File: config.mk
export PLATFORM = sky130hd
export DESIGN_NAME = dmem_req_unit_flat
export DESIGN_NICKNAME = d
export VERILOG_FILES = /design/src/rtl/dmem_req_unit_pkg.sv /design/src/rtl/dmem_req_unit_if.sv /design/src/rtl/dmem_req_unit_store_align.sv /design/src/rtl/dmem_req_unit.sv /design/src/flat_wrapper.sv
export SDC_FILE = /design/constraint.sdc
export NUM_CORES = 1
export LEC_CHECK = 0
export ABC_AREA = 1
export CAP_MARGIN = 0
export CORE_MARGIN = 3
export CORE_UTILIZATION = 38
export DETAILED_ROUTE_END_ITERATION = 7
export GPL_ROUTABILITY_DRIVEN = 0
export GPL_TIMING_DRIVEN = 0
export PLACE_DENSITY_LB_ADDON = 0.05
export SKIP_LAST_GASP = 1
export SYNTH_ARGS = -nofsm -noshare
export SYNTH_HDL_FRONTEND = slang
export SYNTH_SLANG_ARGS = --single-unit
File: constraint.sdc
create_clock -name clk -period 3.6 [get_ports clk]
set_clock_uncertainty 0.05 [all_clocks]
set_input_delay 0.72 -clock clk [delete_from_list [all_inputs] [get_ports clk]]
set_output_delay 0.72 -clock clk [all_outputs]
set_load 0.005 [all_outputs]
File: src/rtl/dmem_req_unit_pkg.sv
// Shared definitions for the data-memory request issuer: bus width, access-size
// encodings, FSM state codes and the alignment rule.
package dmem_req_unit_pkg;

    localparam int              XLEN     = 32;
    localparam logic [XLEN-1:0] ZEROWORD = 32'h0000_0000;
    localparam logic            TRUE     = 1'b1;

    localparam logic [1:0] DMEM_SZ_B = 2'b00;
    localparam logic [1:0] DMEM_SZ_H = 2'b01;
    localparam logic [1:0] DMEM_SZ_W = 2'b10;

    typedef enum logic [1:0] {
        ST_IDLE   = 2'b00,
        ST_REQ    = 2'b01,
        ST_WAIT_R = 2'b10,
        ST_DONE   = 2'b11
    } dmem_state_e;

    // Size 11 is illegal and therefore always reported as misaligned.
    function automatic logic dmem_is_misaligned(input logic [1:0] size, input logic [1:0] a_low);
        logic bad;
        case (size)
            DMEM_SZ_B: bad = 1'b0;
            DMEM_SZ_H: bad = a_low[0];
            DMEM_SZ_W: bad = (a_low != 2'b00);
            default:   bad = 1'b1;
        endcase
        return bad;
    endfunction

endpackage

File: src/rtl/dmem_req_unit_if.sv
// Data-bus side of the request issuer: request/write channel out, grant and
// read-return channel in.
interface dmem_req_unit_if;
    import dmem_req_unit_pkg::*;

    logic            dmem_req_o;
    logic            dmem_we_o;
    logic [3:0]      dmem_be_o;
    logic [XLEN-1:0] dmem_addr_o;
    logic [XLEN-1:0] dmem_wdata_o;
    logic            dmem_gnt_i;
    logic            dmem_rvalid_i;
    logic [XLEN-1:0] dmem_rdata_i;

    modport master (
        output dmem_req_o, dmem_we_o, dmem_be_o, dmem_addr_o, dmem_wdata_o,
        input  dmem_gnt_i, dmem_rvalid_i, dmem_rdata_i
    );

    modport slave (
        input  dmem_req_o, dmem_we_o, dmem_be_o, dmem_addr_o, dmem_wdata_o,
        output dmem_gnt_i, dmem_rvalid_i, dmem_rdata_i
    );

endinterface

File: src/rtl/dmem_req_unit_store_align.sv
// Combinational lane logic: byte strobes, replicated store data and the raw
// size/alignment check for one access.
module dmem_req_unit_store_align
    import dmem_req_unit_pkg::*;
(
    input  logic [1:0]      size,
    input  logic [1:0]      a_low,
    input  logic [XLEN-1:0] data,
    output logic [3:0]      be,
    output logic [XLEN-1:0] wdata,
    output logic            misalign
);

    // Strobes follow the addressed lanes; data is replicated so any lane sees it.
    always_comb begin
        be       = 4'b0000;
        wdata    = data;
        misalign = dmem_is_misaligned(size, a_low);
        case (size)
            DMEM_SZ_B: begin
                be    = 4'b0001 << a_low;
                wdata = {4{data[7:0]}};
            end
            DMEM_SZ_H: begin
                be    = 4'b0011 << {a_low[1], 1'b0};
                wdata = {2{data[15:0]}};
            end
            DMEM_SZ_W: begin
                be    = 4'b1111;
                wdata = data;
            end
            default: begin
                be    = 4'b0000;
                wdata = data;
            end
        endcase
    end

endmodule

File: src/rtl/dmem_req_unit.sv
// Data-memory request issuer between EX and the data bus: issues one aligned
// request per load/store, runs req/gnt/rvalid, stalls EX and reports errors.
module dmem_req_unit
    import dmem_req_unit_pkg::*;
#(
    parameter int TIMEOUT_CYCLES = 255,
    parameter int TIMEOUT_W      = 8
) (
    input  logic              clk,
    input  logic              rst,
    input  logic              ex_valid_i,
    input  logic              ex_is_load_i,
    input  logic              ex_is_store_i,
    input  logic [1:0]        ex_ls_size_i,
    input  logic [XLEN-1:0]   ex_addr_i,
    input  logic [XLEN-1:0]   ex_store_data_i,
    input  logic              flush_i,
    output logic              ex_stall_o,
    output logic              misalign_o,
    output logic              bus_err_o,
    output logic [1:0]        ls_addr_2low_o,
    output logic [XLEN-1:0]   load_data_o,
    output logic              load_data_valid_o,
    dmem_req_unit_if.master   bus
);

    localparam logic [TIMEOUT_W-1:0] TMO_LAST = TIMEOUT_W'(TIMEOUT_CYCLES - 1);
    localparam logic [TIMEOUT_W-1:0] CNT_ONE  = TIMEOUT_W'(1);

    dmem_state_e           state_r;
    dmem_state_e           state_nxt_s;
    logic [TIMEOUT_W-1:0]  cnt_r;
    logic                  killed_r;
    logic                  killed_nxt_s;
    logic                  mem_op_s;
    logic                  misalign_raw_s;
    logic                  start_s;
    logic                  tmo_s;
    logic                  capture_s;
    logic                  err_nxt_s;
    logic                  vld_nxt_s;
    logic [3:0]            be_s;
    logic [XLEN-1:0]       wdata_s;

    dmem_req_unit_store_align u_align (
        .size     (ex_ls_size_i),
        .a_low    (ex_addr_i[1:0]),
        .data     (ex_store_data_i),
        .be       (be_s),
        .wdata    (wdata_s),
        .misalign (misalign_raw_s)
    );

    // Qualify the EX request and detect the last allowed bus-wait cycle.
    always_comb begin
        mem_op_s   = ex_valid_i & (ex_is_load_i | ex_is_store_i);
        misalign_o = mem_op_s & misalign_raw_s;
        start_s    = mem_op_s & ~misalign_raw_s & ~flush_i;
        tmo_s      = (cnt_r == TMO_LAST);
    end

    // Next state, stall, kill tracking and the pulses registered for DONE.
    always_comb begin
        state_nxt_s  = state_r;
        killed_nxt_s = killed_r;
        capture_s    = 1'b0;
        err_nxt_s    = 1'b0;
        case (state_r)
            ST_IDLE: begin
                if (start_s) begin
                    state_nxt_s  = ST_REQ;
                    killed_nxt_s = 1'b0;
                end else begin
                    state_nxt_s = ST_IDLE;
                end
            end
            ST_REQ: begin
                // A grant in the same cycle as a flush has already committed the access.
                killed_nxt_s = killed_r | flush_i;
                if (bus.dmem_gnt_i) begin
                    state_nxt_s = bus.dmem_we_o ? ST_DONE : ST_WAIT_R;
                end else if (flush_i) begin
                    state_nxt_s = ST_IDLE;
                end else if (tmo_s) begin
                    state_nxt_s = ST_DONE;
                    err_nxt_s   = 1'b1;
                end else begin
                    state_nxt_s = ST_REQ;
                end
            end
            ST_WAIT_R: begin
                killed_nxt_s = killed_r | flush_i;
                if (bus.dmem_rvalid_i) begin
                    state_nxt_s = ST_DONE;
                    capture_s   = 1'b1;
                end else if (tmo_s) begin
                    state_nxt_s = ST_DONE;
                    err_nxt_s   = 1'b1;
                end else begin
                    state_nxt_s = ST_WAIT_R;
                end
            end
            ST_DONE: begin
                state_nxt_s = ST_IDLE;
            end
            default: begin
                state_nxt_s = ST_IDLE;
            end
        endcase
        vld_nxt_s  = capture_s & ~killed_nxt_s;
        ex_stall_o = ((state_r == ST_IDLE) & start_s) | (state_r == ST_REQ) | (state_r == ST_WAIT_R);
    end

    // Control state: FSM, wait counter, kill flag, request and status pulses.
    always_ff @(posedge clk or posedge rst) begin
        if (rst) begin
            state_r           <= ST_IDLE;
            cnt_r             <= '0;
            killed_r          <= 1'b0;
            bus.dmem_req_o    <= 1'b0;
            bus_err_o         <= 1'b0;
            load_data_valid_o <= 1'b0;
        end else begin
            state_r           <= state_nxt_s;
            killed_r          <= killed_nxt_s;
            bus.dmem_req_o    <= (state_nxt_s == ST_REQ) ? TRUE : 1'b0;
            bus_err_o         <= err_nxt_s;
            load_data_valid_o <= vld_nxt_s;
            if (state_nxt_s != state_r) begin
                cnt_r <= '0;
            end else if ((state_r == ST_REQ) || (state_r == ST_WAIT_R)) begin
                cnt_r <= cnt_r + CNT_ONE;
            end else begin
                cnt_r <= cnt_r;
            end
        end
    end

    // Access holding registers: latched at start, held stable until the next start.
    always_ff @(posedge clk or posedge rst) begin
        if (rst) begin
            bus.dmem_we_o    <= 1'b0;
            bus.dmem_be_o    <= 4'b0000;
            bus.dmem_addr_o  <= ZEROWORD;
            bus.dmem_wdata_o <= ZEROWORD;
            ls_addr_2low_o   <= 2'b00;
            load_data_o      <= ZEROWORD;
        end else begin
            if ((state_r == ST_IDLE) && start_s) begin
                bus.dmem_we_o    <= ex_is_store_i;
                bus.dmem_be_o    <= be_s;
                bus.dmem_addr_o  <= {ex_addr_i[XLEN-1:2], 2'b00};
                bus.dmem_wdata_o <= wdata_s;
                ls_addr_2low_o   <= ex_addr_i[1:0];
            end else begin
                bus.dmem_we_o    <= bus.dmem_we_o;
                bus.dmem_be_o    <= bus.dmem_be_o;
                bus.dmem_addr_o  <= bus.dmem_addr_o;
                bus.dmem_wdata_o <= bus.dmem_wdata_o;
                ls_addr_2low_o   <= ls_addr_2low_o;
            end
            if (capture_s) begin
                load_data_o <= bus.dmem_rdata_i;
            end else begin
                load_data_o <= load_data_o;
            end
        end
    end

endmodule

File: src/flat_wrapper.sv
// flat-port wrapper written by rule: the top's interface ports become plain ports
module dmem_req_unit_flat import dmem_req_unit_pkg::*;
#(
    parameter int TIMEOUT_CYCLES = 255,
    parameter int TIMEOUT_W      = 8
)
  (clk, rst, ex_valid_i, ex_is_load_i, ex_is_store_i, ex_ls_size_i, ex_addr_i, ex_store_data_i, flush_i, ex_stall_o, misalign_o, bus_err_o, ls_addr_2low_o, load_data_o, load_data_valid_o, bus_dmem_req_o, bus_dmem_we_o, bus_dmem_be_o, bus_dmem_addr_o, bus_dmem_wdata_o, bus_dmem_gnt_i, bus_dmem_rvalid_i, bus_dmem_rdata_i);
  dmem_req_unit_if bus_i ();
  input  logic clk;
  input  logic rst;
  input  logic ex_valid_i;
  input  logic ex_is_load_i;
  input  logic ex_is_store_i;
  input  logic [1:0] ex_ls_size_i;
  input  logic [XLEN-1:0] ex_addr_i;
  input  logic [XLEN-1:0] ex_store_data_i;
  input  logic flush_i;
  output logic ex_stall_o;
  output logic misalign_o;
  output logic bus_err_o;
  output logic [1:0] ls_addr_2low_o;
  output logic [XLEN-1:0] load_data_o;
  output logic load_data_valid_o;
  output wire logic [$bits(bus_i.dmem_req_o)-1:0] bus_dmem_req_o;
  output wire logic [$bits(bus_i.dmem_we_o)-1:0] bus_dmem_we_o;
  output wire logic [$bits(bus_i.dmem_be_o)-1:0] bus_dmem_be_o;
  output wire logic [$bits(bus_i.dmem_addr_o)-1:0] bus_dmem_addr_o;
  output wire logic [$bits(bus_i.dmem_wdata_o)-1:0] bus_dmem_wdata_o;
  input wire logic [$bits(bus_i.dmem_gnt_i)-1:0] bus_dmem_gnt_i;
  input wire logic [$bits(bus_i.dmem_rvalid_i)-1:0] bus_dmem_rvalid_i;
  input wire logic [$bits(bus_i.dmem_rdata_i)-1:0] bus_dmem_rdata_i;
  assign bus_dmem_req_o = bus_i.dmem_req_o;
  assign bus_dmem_we_o = bus_i.dmem_we_o;
  assign bus_dmem_be_o = bus_i.dmem_be_o;
  assign bus_dmem_addr_o = bus_i.dmem_addr_o;
  assign bus_dmem_wdata_o = bus_i.dmem_wdata_o;
  assign bus_i.dmem_gnt_i = bus_dmem_gnt_i;
  assign bus_i.dmem_rvalid_i = bus_dmem_rvalid_i;
  assign bus_i.dmem_rdata_i = bus_dmem_rdata_i;
  dmem_req_unit #(.TIMEOUT_CYCLES(TIMEOUT_CYCLES), .TIMEOUT_W(TIMEOUT_W)) u_core (.clk(clk), .rst(rst), .ex_valid_i(ex_valid_i), .ex_is_load_i(ex_is_load_i), .ex_is_store_i(ex_is_store_i), .ex_ls_size_i(ex_ls_size_i), .ex_addr_i(ex_addr_i), .ex_store_data_i(ex_store_data_i), .flush_i(flush_i), .ex_stall_o(ex_stall_o), .misalign_o(misalign_o), .bus_err_o(bus_err_o), .ls_addr_2low_o(ls_addr_2low_o), .load_data_o(load_data_o), .load_data_valid_o(load_data_valid_o), .bus(bus_i));
endmodule
==> impl_metrics.toml <==
[clocking]
ctsHtreeMaxLevel = 4
clock_sinks = 115
cts_max_path_buffers = 2
clk_latency_ns = 0.40
ctsRootBufferMaster = "sky130_fd_sc_hd__clkbuf_16"
tritoncts_clock_tree = "built"
clkSlewWorstSetupHoldPaths_ns = 0.05
cts_inserted_buffers = 17

[min_path]
holdCritPathClass = "reg -> reg"
min_to = "u_core.bus.dmem_addr_o[10]"
worstHoldStart = "u_core.bus.dmem_addr_o[10]"
hold_critical_path_depth = 2

[cells_and_area]
final_nets = 861
diodes = 0
synthToLayoutAreaGrowth_pct = 62.0
fin_cells = 929
final_layout_size_suffix_gt1_frac = 0.126
finalCoreUtilization = 0.646
final_area_sq_mm = 0.00795

[worst_setup_path]
category_of_the_worst_setup_path_launch_point = "input pin"
critical_path.endpoint_type = "output pin"
reg2reg_slack_ns = 1.68
critical_path_peak_fanout = 10
setup.worst_path.class = "in -> out"
r2r.worst_path.cells = 5
regToRegEndpoint = "u_core.load_data_o[16]"
critPathRequiredTime_ns = 2.83
crit-reg2reg-launch = "u_core.state_r[0]"
worst-endpoint-arrival_ns = 2.61

[detailed_routing]
detail_routed_via_count_per_cell = 4.64
wl_um = 14300
avgRoutedWirePerCell_um = 15.4
firstDrtPassIters = 4
initialDrtViolationCount = 230
drt_antenna_net_count = 0
dr_total_vias = 4313
remaining_drc_errors = 0

[timing]
finalHoldWorstSlack_ns = 0.425
timing_max_transition_violations_final = 0
timing.slew.headroom = 0.590
grt_setup_unrepaired = "false"
finalWorstSetupSlack_ns = 0.224
finalSetupTns_ns = 0
final-setup-viol-count = 0
timing.final.crit_share = 0.938
final.min_clock_period_ns = 3.38
finalHoldViolations = 0
max_freq_mhz = 296
worst_pin_slew_ns = 0.613

[placement]
post_detail_place_hpwl_um = 10900
dp_slack_ns = 0.0454
dp.cells = 896
placement.cell_area_sq_mm = 0.00730
buffer_ports.inserted = 211

[synthesis]
synth.largest_area_cell = "sky130_fd_sc_hd__dfrtp_1"
syn-instance-count = 513
synth.yosys.seq_area_share = 0.586
synth-seq-cells = 115
synth.area.top_cells = "sky130_fd_sc_hd__dfrtp_1, sky130_fd_sc_hd__nand2_1, sky130_fd_sc_hd__mux2_2, sky130_fd_sc_hd__o21ai_0, sky130_fd_sc_hd__inv_1"
netlist_area_sq_mm = 0.00491
yosys_warning_count = 0
share_of_the_synthesized_area_in_the_top_cell_type = 0.586
post_synth_num_cell_types = 28
avgSynthCellArea_sq_um = 9.57

[die]
die_area_sq_mm = 0.0143
die-height_um = 120
io-pin-count = 214
start_util = 0.399
die_x_um = 120
core_region_area_sq_mm = 0.0123
placementRows = 40

[power_and_ir_drop]
report.power.total_mw = 6.24
clkPwrFrac = 0.283
power.net_switching_mw = 1.74
power-per-cell-area_mw_per_mm2 = 785
sw_frac_of_total = 0.278
power.share.sequential = 0.348
comb_power_share = 0.368
ir_drop_mv = 0.350
p_int_mw = 4.51
leakage_nw = 3.71

[global_route]
initial_antenna_violation_count = 0
globalRouteOverflowTotal = 0
gr-usage-all-layers = 0.205
grt_first_pass_wirelength_um = 23000
first_global_vias = 4466
grt_start_max_net_pins = 38

[run_status]
status = "finished, final reports clean"

[flow_run]
maxCapViolations = 0
[area by class of cell]
type                    count  area, sq um
plain buffers              22          135
fillers                  1039         4360
flip-flops and latches    115         2880
clock buffers              21          470
multi-input cells         347         1790
clock inverters            10          155
inverters                  30          116
repair buffers            216         2200
well taps                 168          210
[cells in the mapped netlist]
master and count:
sky130_fd_sc_hd__nand4_1 5, sky130_fd_sc_hd__or2_2 1, sky130_fd_sc_hd__nand2_1 196, sky130_fd_sc_hd__buf_4 4, sky130_fd_sc_hd__a21oi_1 10, sky130_fd_sc_hd__o21a_1 6, sky130_fd_sc_hd__conb_1 1, sky130_fd_sc_hd__a31oi_1 6
sky130_fd_sc_hd__nor3_1 2, sky130_fd_sc_hd__buf_6 3, sky130_fd_sc_hd__xnor2_1 1, sky130_fd_sc_hd__o22ai_1 1, sky130_fd_sc_hd__o21ai_1 1, sky130_fd_sc_hd__buf_2 12, sky130_fd_sc_hd__inv_2 2, sky130_fd_sc_hd__inv_1 28
sky130_fd_sc_hd__mux2_2 32, sky130_fd_sc_hd__nor2_4 1, sky130_fd_sc_hd__dfrtp_1 115, sky130_fd_sc_hd__nand3_1 10, sky130_fd_sc_hd__and3_1 1, sky130_fd_sc_hd__nand2_2 2, sky130_fd_sc_hd__nand2_4 2, sky130_fd_sc_hd__ha_1 6
sky130_fd_sc_hd__clkbuf_1 3, sky130_fd_sc_hd__o21ai_0 41, sky130_fd_sc_hd__nor2_1 17, sky130_fd_sc_hd__xor2_1 4
[state kept, by name, indices dropped and copies added, names as in the netlist, 2 cells and up]
name                     count
u_core.bus.dmem_addr_o      30
u_core.cnt_r                 8
u_core.bus.dmem_be_o         4
u_core.state_r               2
u_core.bus.dmem_wdata_o     32
u_core.ls_addr_2low_o        2
u_core.load_data_o          32
[power by group through the flow]
stage	registers (mW)	clock network, mW	logic [mW]
global placement	2.16	0	2.28
detailed placement	2.19	0	2.33
floorplan	2.21	0	0.798
finish	2.17	1.77	2.30
global route	2.25	1.86	2.52
CTS	2.18	1.80	2.34
[cell families after synthesis]
family / after synthesis / synth area share
simple gates: 237 / 0.194
flops: 115 / 0.586
compound gates: 65 / 0.0711
buf+inv: 52 / 0.0505
mux: 32 / 0.0734
fa+ha+maj: 6 / 0.0153
xor+xnor: 5 / 0.00892
other cells: 1 / 0.000764
[worst max path at each step]
stage                         start          to  depth (start not counted)
global route           ex_addr_i[1]  ex_stall_o                          9
detailed placement  ex_ls_size_i[1]  ex_stall_o                         11
CTS                 ex_ls_size_i[1]  ex_stall_o                         11
floorplan           ex_ls_size_i[0]  ex_stall_o                          9
finish                 ex_addr_i[1]  ex_stall_o                          9
global placement    ex_ls_size_i[1]  ex_stall_o                         11
[placed cells by master, fill, tap and decap left out, types with 5 or more instances in the layout]
cell / synthesis / final
sky130_fd_sc_hd__buf_4: 4 / 6
sky130_fd_sc_hd__nand3_1: 10 / 10
sky130_fd_sc_hd__inv_1: 28 / 26
sky130_fd_sc_hd__a31oi_1: 6 / 6
sky130_fd_sc_hd__nand2_1: 196 / 196
sky130_fd_sc_hd__buf_2: 12 / 12
sky130_fd_sc_hd__clkbuf_16: 0 / 17
sky130_fd_sc_hd__ha_1: 6 / 6
sky130_fd_sc_hd__dfrtp_1: 115 / 115
sky130_fd_sc_hd__mux2_2: 32 / 32
sky130_fd_sc_hd__nor2_1: 17 / 17
sky130_fd_sc_hd__clkdlybuf4s50_1: 0 / 209
sky130_fd_sc_hd__o21ai_0: 41 / 40
sky130_fd_sc_hd__nand4_1: 5 / 5
sky130_fd_sc_hd__a21oi_1: 10 / 10
sky130_fd_sc_hd__o21a_1: 6 / 6
[what timing repair did]
action	in CTS	in global routing
hold buffers	0	0
buffers inserted	0	2
setup endpoints to repair	0	1
gates resized for setup	0	4
[worst max-delay path, stage by stage]
cell	delay, ns
sky130_fd_sc_hd__clkdlybuf4s50_1	0.47
sky130_fd_sc_hd__o21ai_1	0.18
sky130_fd_sc_hd__nand2_2	0.11
sky130_fd_sc_hd__nor2_4	0.11
sky130_fd_sc_hd__nand2_4	0.10
sky130_fd_sc_hd__buf_4	0.20
sky130_fd_sc_hd__buf_6	0.14
sky130_fd_sc_hd__nand2_1	0.06
sky130_fd_sc_hd__clkdlybuf4s50_1	0.52
[metal layers]
metal | track usage | vias up | part of all wire | wire length (um)
met4 | 0.0816 | 0 | 0.022 | 318
met5 | 0 | - | 0 | 0
met2 | 0.345 | 154 | 0.50 | 7090
met1 | 0.230 | 2020 | 0.39 | 5550
li1 | - | 2117 | - | -
met3 | 0.0877 | 22 | 0.093 | 1330
Note: power is estimated with default switching activity, not from simulation.
